## src/rtl/seq_detect_param.sv

```systemverilog
// Serial pattern detector with a runtime-loadable, maskable PAT_W-bit pattern,
// optional overlapping matches and a saturating match counter.
module seq_detect_param #(
    parameter int               PAT_W     = 12,
    parameter logic [PAT_W-1:0] RESET_PAT = 12'b1110_1101_1011,
    parameter bit               OVERLAP   = 1'b1,
    parameter int               CNT_W     = 8
) (
    input  logic             clk,
    input  logic             reset_n,
    input  logic             pat_load_i,
    input  logic [PAT_W-1:0] pat_i,
    input  logic [PAT_W-1:0] mask_i,
    input  logic             valid_i,
    input  logic             x_i,
    input  logic             cnt_clr_i,
    output logic             det_o,
    output logic [CNT_W-1:0] det_cnt_o
);

    localparam int               FILL_W    = $clog2(PAT_W + 1);
    localparam logic [FILL_W-1:0] FILL_FULL = FILL_W'(PAT_W);
    localparam logic [FILL_W-1:0] FILL_LAST = FILL_W'(PAT_W - 1);

    logic [PAT_W-1:0]  hist;
    logic [PAT_W-1:0]  hist_shift;
    logic [PAT_W-1:0]  pat_q;
    logic [PAT_W-1:0]  mask_q;
    logic [FILL_W-1:0] fill;
    logic              accept;
    logic              full;
    logic              hit;
    logic              cnt_sat;

    // Newest bit enters at the top, so hist_shift[PAT_W-1] lines up with pat_q[PAT_W-1]
    // and the oldest bit of a full window lines up with pat_q[0].
    always_comb begin
        accept     = valid_i && !pat_load_i;
        hist_shift = {x_i, hist[PAT_W-1:1]};
        full       = (fill >= FILL_LAST);
        hit        = accept && full && (((hist_shift ^ pat_q) & mask_q) == '0);
        cnt_sat    = &det_cnt_o;
    end

    always_ff @(posedge clk or negedge reset_n) begin
        if (!reset_n) begin
            hist      <= '0;
            fill      <= '0;
            pat_q     <= RESET_PAT;
            mask_q    <= '1;
            det_o     <= 1'b0;
            det_cnt_o <= '0;
        end else begin
            det_o <= hit;

            if (pat_load_i) begin
                pat_q  <= pat_i;
                mask_q <= mask_i;
                fill   <= '0;
            end else if (valid_i) begin
                hist <= hist_shift;
                if (hit && !OVERLAP) begin
                    fill <= '0;
                end else if (fill != FILL_FULL) begin
                    fill <= fill + 1'b1;
                end
            end

            // Clear takes effect first, so a coincident match leaves the count at one.
            if (cnt_clr_i) begin
                det_cnt_o <= hit ? CNT_W'(1) : '0;
            end else if (hit && !cnt_sat) begin
                det_cnt_o <= det_cnt_o + 1'b1;
            end
        end
    end

endmodule

```

## config.mk

```make
export PLATFORM = sky130hd
export DESIGN_NAME = seq_detect_param
export DESIGN_NICKNAME = d
export VERILOG_FILES = /design/src/rtl/seq_detect_param.sv
export SDC_FILE = /design/constraint.sdc
export NUM_CORES = 1
export LEC_CHECK = 0
export ABC_CLOCK_PERIOD_IN_PS = 4900
export BUFFER_PORTS_ARGS = -buffer_cell sky130_fd_sc_hd__buf_2
export CORE_ASPECT_RATIO = 1.25
export CORE_MARGIN = 2
export CORE_UTILIZATION = 50
export DETAILED_ROUTE_END_ITERATION = 16
export GPL_ROUTABILITY_DRIVEN = 0
export PLACE_DENSITY = 0.73
export SYNTH_ARGS = -nofsm -noshare
export SYNTH_HDL_FRONTEND = slang
export SYNTH_SLANG_ARGS = --single-unit
export TNS_END_PERCENT = 50
```

## constraint.sdc

```tcl
create_clock -name clk -period 4.9 [get_ports clk]
set_input_delay 0.245 -clock clk [delete_from_list [all_inputs] [get_ports clk]]
set_output_delay 0.245 -clock clk [all_outputs]
set_load 0.02 [all_outputs]
```

# After elaboration in Yosys (flattened, before gate mapping)
# Index checks and enable logic that the tools add are counted.
dict set report op_classes {
  addsub 2
  multipliers 0
  div 0
  order_cmp 1
  eq_ne 1
  shift 0
  mux 6
  bitwise 3
  n_reduce_logical 13
}
# operator n
set op_table {}
lappend op_table {{$mux 8} 2}
lappend op_table {{$and 12x12->12} 1}
lappend op_table {{$logic_not 12->1} 1}
lappend op_table {{$mux 4} 3}
lappend op_table {{$xor 12x12->12} 1}
lappend op_table {{$add 8x1->8 const B} 1}
lappend op_table {{$reduce_and 8->1} 1}
lappend op_table {{$reduce_bool 2->1} 3}
lappend op_table {{$add 4x1->4 const B} 1}
lappend op_table {{$ge 4x4->1 const B} 1}
lappend op_table {{$logic_and 1x1->1} 4}
lappend op_table {{$ne 4x4->1 const B} 1}
lappend op_table {{$reduce_and 2->1} 2}
lappend op_table {{$logic_not 1->1} 2}
lappend op_table {{$mux 1} 1}
lappend op_table {{$not 1->1} 1}
dict set report word_totals {
  regBits 49
  latch_bits 0
  mem_bits_rw 0
  rom_bits 0
  inputBits 30
  out_inout_bits 9
  word_cells 32
  mem_count 0
}

# Logic depth before layout (Yosys ltp)
# Gate-level depths: netlist of run 1.
dict set report depth {
  depth_word 7
  mapped_depth 7
  mapped_depth_nobuf 6
}

# Least setup slack after synthesis of run 1
# No wires, ideal clock.
dict set report synth_path {
  path_type {register to register}
  from {register pat_q[4]}
  to {register det_cnt_o[6]}
  setup_time_ns 0.127
  t_arrival_ns 1.813
  required_ns 4.773
  path_slack_ns 2.960
  stages_incl_launch_ff 7
  n_path_buf 0
  period_less_slack_ns 1.940
  path_cell_list {dfstp_2 xor2_1 a222oi_1 nand3_1 nor4_2 nand4_1 mux2_1}
}
dict set report synth_via {
  elab_chain_cells 6
}
# item line
set synth_rtl {}
lappend synth_rtl {{from (decl)} 27} ;# logic [PAT_W-1:0] pat_q;
lappend synth_rtl {{from (signal assigned)} 57} ;# pat_q <= pat_i;
lappend synth_rtl {{$xor 12x12->12} 41} ;# hit = accept && full && (((hist_shift ^ pat_q) & mask_q) == '0);
lappend synth_rtl {{$and 12x12->12} 41}
lappend synth_rtl {{$logic_not 12->1} 41}
lappend synth_rtl {{$logic_and 1x1->1} 41}
lappend synth_rtl {{$logic_and 1x1->1} 72} ;# end else if (hit && !cnt_sat) begin
lappend synth_rtl {{$reduce_bool 2->1 (no line)} --}
lappend synth_rtl {{to (signal assigned)} 71} ;# det_cnt_o <= hit ? CNT_W'(1) : '0;
lappend synth_rtl {{to (signal assigned)} 73} ;# det_cnt_o <= det_cnt_o + 1'b1;
lappend synth_rtl {{to (decl)} 18} ;# output logic [CNT_W-1:0] det_cnt_o
# Every way passes these cells.
# A chain may end at the register's enable or synchronous reset.

# Worst setup path in the final report of run 1
dict set report layout_path {
  from {input port pat_load_i}
  to {register det_cnt_o[6]}
}
dict set report layout_via {
  elab_chain_cells 6
}
# item line
set layout_rtl {}
lappend layout_rtl {{from (decl)} 11} ;# input logic pat_load_i,
lappend layout_rtl {{$logic_not 1->1} 38} ;# accept = valid_i && !pat_load_i;
lappend layout_rtl {{$logic_and 1x1->1} 38}
lappend layout_rtl {{$logic_and 1x1->1 (2 in a row)} 41}
lappend layout_rtl {{$logic_and 1x1->1} 72}
lappend layout_rtl {{$reduce_bool 2->1 (no line)} --}
# Every way passes these cells.

==> out/metrics.cfg, run 1 <==
[synth]
ys_seq_elements=48
post-synth-top-area-cell=dfrtp_1
synth_cell_type_count=30
syn_area_sq_mm=0.00217
synth_area_leaders=dfrtp_1, dfstp_2, mux2_2
syn_nets=200
synth-seq-area-share_pct=56.5
synth.avg_cell_area_sq_um=13.0
syn_inst=167
yosysTopAreaCellShare_pct=31.1
yosysWarnings=0

[timing]
min_period_ns=2.80
skew_ns=0.00585
fin_crit_sh_pct=57.2
tightest_slew_ns=1.01
hold_viol_final=0
setup_viol=0
grt_setup_unrepaired=no
holdWs_ns=0.114
slew_viol_final=0
tns_ns=0
setup_ws_ns=2.10
fmax_ghz=0.357
slew-limit-headroom_pct=32.8

[power_and_ir_drop]
irDropWorstVdd_mv=0.231
power.leakage_nw=1.13
cellPowerDensity_mw_per_mm2=362
p_total_uw=903

[run_status]
status=finished clean

[worst_hold_path]
hold_path.class=in2async

[die]
start_util_pct=52.6
fp.dieH_um=77.7
die_area_sq_mm=0.00489
die_w_um=63.0
rows=26
ioPinCount=39
core_area_sq_mm=0.00413

[placed_design]
dp_slack_ns=1.78
placed_cells=255
hpwl_mm=2.96
portBuffers=38

[setup_path]
start_kind=input pin
crit_required_ns=5.08
crit_type=in2reg
cp.arrival_ns=2.98
path_max_fanout=29
end_kind=flop

[clocking]
cts_tree=done
cts_hold_buf=0
numCtsBuffers=5
cts_setup_buffers=0
clock-sinks=48
clockBufferDepth=2
cts_root_buffer=clkbuf_8
worstSkewPairLatency_ns=0.29
ctsResizeCount=0
cts-htree-levels=2
clk_pin_slew_ns=0.08

[job]
cap_violations=0

[global_route]
antenna_found_initial=0
grt_overflow=0
grt_max_degree=49
grt_pass1_wl_mm=6.81
grt_pass1_vias=1460
track_usage_pct=17.7

[route]
ant_nets=0
wl_per_cell_um=14.9
vias=1392
first_pass_iters=4
viasPerCell=5.29
totalWireLength_mm=3.91
drt_iter0_drc=69
drc=0

[layout]
multi_input_area_sq_um=905
fill_cells=363
drive_above_1_share_pct=48.8
finalNetCount=239
layout.area.seq_sq_mm=0.00123
final_cell_mix=buf_2, mux2_2, dfrtp_1
fin_cells=263
antenna_cells=0
area_delta_synth_final_pct=14.9
final_common_cell=buf_2

-- worst paths after layout --
| path | to | slack (ns) | cells past startpoint | start |
|---|---|---|---|---|
| worst max-delay path | det_cnt_o[6] | 2.10 | 6 | pat_load_i |
| worst min-delay path | det_o | 0.11 | 1 | reset_n |
| worst max register to register | det_cnt_o[6] | 2.15 | 6 | pat_q[4] |
| worst min register to register | pat_q[8] | 0.53 | 1 | pat_q[8] |
| max in group asynchronous | hist[4] | 4.15 | 1 | reset_n |
| min in group clk | pat_q[6] | 0.18 | 2 | pat_i[6] |
-- flip-flops by register name (all words and copies together) (netlist names) --
register and cells:
mask_q 12, pat_q 12, hist 11, det_cnt_o 8
fill 4, det_o 1
-- cells in the mapped netlist --
library cell  count
xor2_1           14
buf_4             1
a21oi_1           4
a222oi_1          1
and3_1            2
a31oi_1           1
o21ai_0           2
buf_1             1
dfrtp_1          27
a21o_1            1
clkbuf_1          4
mux2i_1           2
mux2_1            2
nor2b_1           2
nand2_1           2
mux2_2           35
o21a_1            1
ha_1              3
dfstp_2          21
a22oi_1           3
nand2b_1          4
nand3_1           4
nand4_1           5
nor2_1           13
a31o_1            3
xnor2_1           1
inv_1             4
nor4_2            1
nor3_1            2
a22o_1            1
-- cell families after synthesis --
kind of cell	share of synthesized area, %
adder cells (fa/ha/maj)	1.73
AO/OA/AOI/OAI	5.47
AND/OR/NAND/NOR	8.29
flip-flops	56.5
buffers and inverters	1.90
XOR/XNOR	6.05
multiplexers	20.1
-- cell type report --
class | instances | area share, %
well taps | 56 | 2.81
repair buffers | 38 | 7.62
flip-flops and latches | 48 | 49.1
clock buffers | 8 | 3.61
multi-input cells | 109 | 36.2
inverters | 4 | 0.601
-- worst max-delay path: stages --
cell	delay [ns]
buf_2	0.29
nor2_1	0.75
nand4_1	0.28
nor4_2	0.88
nand4_1	0.19
mux2_1	0.35
-- report_power, final --
part	switching (mW)	total, mW	internal, mW
Clock	0.119	0.234	0.115
Combinational	0.0617	0.150	0.0879
Sequential	0.0508	0.519	0.469
Total	0.231	0.903	0.672
-- through the flow --
stage	utilization, %	instance area, sq um
2_1_floorplan	-	2170
3_3_place_gp	58.3	2410
3_5_place_dp	58.3	2410
4_1_cts	60.4	2500
5_1_grt	60.4	2500
6_report	60.4	2500
-- per-layer routing --
| metal | vias up | wire length [um] | track usage [%] |
|---|---|---|---|
| li1 | 664 | - | - |
| met1 | 689 | 1580 | 20.2 |
| met2 | 34 | 2130 | 32.3 |
| met3 | 5 | 154 | 3.77 |
| met4 | 0 | 46 | 6.44 |
| met5 | - | 0 | 0 |
No activity file was read; power rests on OpenSTA's default activity.
==> run 2, diff against run 1 <==
--- a/config.mk
+++ b/config.mk
@@ -5,7 +5,7 @@
 export SDC_FILE = /design/constraint.sdc
 export NUM_CORES = 1
 export LEC_CHECK = 0
-export ABC_CLOCK_PERIOD_IN_PS = 4900
+export ABC_CLOCK_PERIOD_IN_PS = 2700
 export BUFFER_PORTS_ARGS = -buffer_cell sky130_fd_sc_hd__buf_2
 export CORE_ASPECT_RATIO = 1.25
 export CORE_MARGIN = 2
==> constraint.sdc (replaced) <==
create_clock -name clk -period 2.7 [get_ports clk]
set_input_delay 0.135 -clock clk [delete_from_list [all_inputs] [get_ports clk]]
set_output_delay 0.135 -clock clk [all_outputs]
set_load 0.02 [all_outputs]
==> run 2 against run 1 <==
- cell count increased by 0.76%
- global-route usage decreased by 0.18 points
- sequential power increased by 81%
- clock power increased by 81%
- worst setup slack got worse by 1.7 ns
- total power increased by 82%
- first-iteration DRC count increased by 71%
- register-to-register slack got worse by 1.8 ns
- combinational power increased by 86%
- largest power group unchanged
==> out/metrics.cfg, run 2 (same netlist as run 1, synthesis figures left out) <==
[run_status]
status=finished clean

[route]
wl_per_cell_um=15.0
ant_nets=0
viasPerCell=5.30
totalWireLength_mm=3.96
drt_iter0_drc=118
vias=1405
drc=0
first_pass_iters=6

[timing]
tightest_slew_ns=1.04
grt_setup_unrepaired=no
fin_crit_sh_pct=86.6
fmax_ghz=0.428
min_period_ns=2.34
setup_viol=0
slew_viol_final=0
holdWs_ns=0.0175
hold_viol_final=0
skew_ns=0.00419
tns_ns=0
slew-limit-headroom_pct=30.7

[setup_path]
cp.arrival_ns=2.51
critPathLaunch=pat_q[4]
crit_type=reg2reg
path_max_fanout=7
path_cells=xor2_1, a222oi_1, nand3_1, nor4_2, nand4_1, mux2_1
worst_r2r_endpoint=det_cnt_o[5]
rrSetupSlack_ns=0.36
start_kind=flop
reg2reg_from=pat_q[4]
worst_path_max_delay_cell=nor4_2
r2r_cells=6
end_kind=flop
cp-endpoint=det_cnt_o[5]
crit_required_ns=2.88
slowest_delay_ns=0.57

[layout]
fill_cells=353
top_regs=mask_q (12), pat_q (12), hist (11)
utilization_pct=60.9
drive_above_1_share_pct=50.2
layout.area.seq_sq_mm=0.00123
finalNetCount=241
area_delta_synth_final_pct=15.7
multi_input_area_sq_um=905
antenna_cells=0
final_common_cell=buf_2
fin_cells=265
final_cell_mix=buf_2, mux2_2, dfrtp_1

[global_route]
grt_max_degree=49
track_usage_pct=17.6
grt_pass1_vias=1482
grt_overflow=0
antenna_found_initial=0
grt_pass1_wl_mm=6.78

[placed_design]
portBuffers=38
hpwl_mm=2.97
placed_cells=257

[clocking]
clock-sinks=48
cts_tree=done
cts_setup_buffers=0
ctsResizeCount=0
cts-htree-levels=2
cts_hold_buf=0
cts_root_buffer=clkbuf_8
numCtsBuffers=5
worstSkewPairLatency_ns=0.28
clk_pin_slew_ns=0.08
clockBufferDepth=2

[power_and_ir_drop]
irDropWorstVdd_mv=0.388
power.leakage_nw=1.14
p_total_mw=1.64
cellPowerDensity_mw_per_mm2=652

[die]
core_area_sq_mm=0.00413
start_util_pct=52.6
die_w_um=63.0
fp.dieH_um=77.7
rows=26
ioPinCount=39
die_area_sq_mm=0.00489

[worst_hold_path]
hold_path.class=in2async

[job]
cap_violations=0

==> run 2: cell count changes in the layout (fill, tap and decap cells not counted), sizes merged <==
cell / delta
clkinv: +2
buf: +2
clkbuf: -2
==> run 2: worst min path at each step <==
stage | to | cells past startpoint | slack [ns] | from
floorplan | det_cnt_o[0] | 0 | -0.16 | reset_n
global placement | fill[0] | 1 | 0.34 | reset_n
detailed placement | pat_q[3] | 2 | 0.37 | pat_i[3]
CTS | fill[0] | 1 | 0.06 | reset_n
global route | pat_q[11] | 2 | 0.07 | pat_i[11]
finish | det_cnt_o[2] | 1 | 0.02 | reset_n
==> run 2: area by class of cell <==
cell class / count / share of cell area, %
Tap cell: 56 / 2.79
Clock buffer: 6 / 3.28
Sequential cell: 48 / 48.8
Multi-Input combinational cell: 109 / 36.0
Clock inverter: 2 / 0.398
Inverter: 4 / 0.597
Timing Repair Buffer: 40 / 8.16
==> run 2: where the power goes <==
group          switching, mW  internal, mW
Combinational          0.118         0.160
Sequential            0.0866         0.851
Clock                  0.220         0.205
==> run 2: worst max-delay path: cells and delay by family (launching register included) <==
family,cells,cell delay [ns]
DFF,1,0.54
muxes,1,0.33
xor gates and xnor gates,1,0.07
and+or+nand+nor,3,0.91
AOI/OAI and AO/OA,1,0.38
==> run 2: metrics by stage <==
stage               cell area [sq um]  worst slack, ns
floorplan                        2170            0.760
finish                           2510            0.362
global placement                 2420            0.462
detailed placement               2420            0.366
CTS                              2510            0.356
global route                     2510            0.217
==> run 2: per-layer routing <==
layer	up-vias	track usage [%]	share of wire [%]
li1	670	-	-
met1	698	21.5	41
met2	35	32.0	55
met3	2	3.04	3.9
met4	0	4.00	0.23
met5	-	0	0
==> run 3, diff against run 2 <==
--- a/config.mk
+++ b/config.mk
@@ -5,14 +5,14 @@
 export SDC_FILE = /design/constraint.sdc
 export NUM_CORES = 1
 export LEC_CHECK = 0
-export ABC_CLOCK_PERIOD_IN_PS = 2700
+export ABC_CLOCK_PERIOD_IN_PS = 1900
 export BUFFER_PORTS_ARGS = -buffer_cell sky130_fd_sc_hd__buf_2
 export CORE_ASPECT_RATIO = 1.25
 export CORE_MARGIN = 2
-export CORE_UTILIZATION = 50
+export CORE_UTILIZATION = 49
 export DETAILED_ROUTE_END_ITERATION = 16
 export GPL_ROUTABILITY_DRIVEN = 0
-export PLACE_DENSITY = 0.73
+export PLACE_DENSITY = 0.74
 export SYNTH_ARGS = -nofsm -noshare
 export SYNTH_HDL_FRONTEND = slang
 export SYNTH_SLANG_ARGS = --single-unit
==> constraint.sdc (replaced) <==
create_clock -name clk -period 1.9 [get_ports clk]
set_input_delay 0.095 -clock clk [delete_from_list [all_inputs] [get_ports clk]]
set_output_delay 0.095 -clock clk [all_outputs]
set_load 0.02 [all_outputs]
==> run 3 against run 2 <==
- wire length decreased by 8.0%
- cell count increased by 4.2%
- via count increased by 2.3%
- the run now ends with negative setup slack left
- global-route usage decreased by 1.2 points
- critical path type unchanged
- total power increased by 51%
- largest cell class unchanged
==> out/metrics.cfg, run 3 (same netlist as run 1, synthesis figures left out) <==
[worst_hold_path]
hold_depth=2
hold_path.class=in2reg

[die]
rows=27
die_area_sq_mm=0.00499
ioPinCount=39
die_w_um=63.6
core_area_sq_mm=0.00432
start_util_pct=50.3
fp.dieH_um=78.5

[route]
ant_nets=0
wl_per_cell_um=13.2
viasPerCell=5.21
drt_iter0_drc=68
vias=1437
drc=0
totalWireLength_mm=3.65
first_pass_iters=4

[timing]
tightest_slew_ns=0.596
hold_viol_final=0
setup_viol=8
slew-limit-headroom_pct=60.3
slew_viol_final=0
setup_ws_ns=-0.161
grt_setup_unrepaired=yes
min_period_ns=2.06
fmax_ghz=0.485
skew_ns=0.00845
fin_crit_sh_pct=108

[global_route]
grt_max_degree=49
antenna_found_initial=0
grt_pass1_vias=1476
grt_pass1_wl_mm=6.32
grt_overflow=0
track_usage_pct=16.3

[placed_design]
placed_cells=266
portBuffers=38
dp_slack_ns=-0.170
hpwl_mm=2.55

[layout]
final_cell_mix=buf_2, mux2_2, dfrtp_1
antenna_cells=0
finalNetCount=250
area_delta_synth_final_pct=20.5
final_common_cell=buf_2
drive_above_1_share_pct=52.3
top_regs=mask_q (12), pat_q (12), hist (11)
fin_cells=276

[clocking]
cts_tree=done
cts-htree-levels=2
clockBufferDepth=2
numCtsBuffers=5
clk_pin_slew_ns=0.08
cts_root_buffer=clkbuf_8
worstSkewPairLatency_ns=0.30
clock-sinks=48

[setup_path]
crit_required_ns=2.09
path_max_fanout=9
crit_type=reg2reg
start_kind=flop
r2r_cells=7
end_kind=flop
cp.arrival_ns=2.25

[job]
cap_violations=0

[power_and_ir_drop]
cellPowerDensity_mw_per_mm2=947
power.leakage_nw=1.20
irDropWorstVdd_mv=0.522

[run_status]
status=complete, but fails checks
violations=negative setup slack

run 3: final timing paths:
path,from,endpoint,slack [ns]
setup / recovery,pat_q[4],det_cnt_o[3],-0.16
hold / removal,mask_i[6],mask_q[6],0.02
setup reg to reg,pat_q[4],det_cnt_o[3],-0.16
min in group asynchronous,reset_n,hist[11],0.42
hold reg to reg,pat_q[2],pat_q[2],0.53
max in group asynchronous,reset_n,hist[8],1.08
run 3: per-layer routing:
metal | share of wire [%] | wire length [um] | GRT usage, %
met5 | 0 | 0 | 0
met4 | 1.2 | 45 | 5.43
met3 | 3.7 | 135 | 4.44
met2 | 53 | 1940 | 29.2
met1 | 42 | 1520 | 18.7
run 3: critical path: stages, from the launching register on:
cell and delay, ns:
dfstp_2 0.55, xor2_1 0.07, a222oi_1 0.32, nand3_1 0.20, nor4_4 0.33, buf_4 0.22, a21oi_1 0.08, a31o_1 0.18
run 3: report_power, final:
group	total [mW]	internal [mW]	switching, mW
Combinational	0.446	0.272	0.174
Sequential	1.32	1.21	0.115
Clock	0.710	0.390	0.320
run 3: cell type report:
class / instances / area (sq um)
inverters: 4 / 15.0
repair buffers: 49 / 275
well taps: 58 / 72.6
clock inverters: 2 / 35.0
fillers: 375 / 1710
flip-flops and latches: 48 / 1230
multi-input cells: 109 / 921
clock buffers: 6 / 72.6
run 3: through the flow:
| step | TNS [ns] | utilization, % | hold WS [ns] | power [mW] | instance area [sq um] |
|---|---|---|---|---|---|
| after detailed placement | -1.02 | 57.3 | 0.227 | 1.79 | 2480 |
| after global routing | -1.96 | 60.6 | 0.0108 | 2.63 | 2620 |
| after global placement | -0.626 | 57.3 | 0.222 | 1.78 | 2480 |
| after floorplan | 0 | - | -0.201 | 1.61 | 2170 |
| after CTS | -1.12 | 60.3 | 0.0133 | 2.52 | 2610 |
| final | -1.07 | 60.6 | 0.0236 | 2.48 | 2620 |
run 3: timing repair:
item / in CTS / in global routing
buffers inserted: 1 / 0
hold endpoints to repair: 27 / 0
hold buffers: 1 / 0
pin swaps: 1 / 2
setup endpoints to repair: 8 / 8
gates resized for setup: 1 / 2
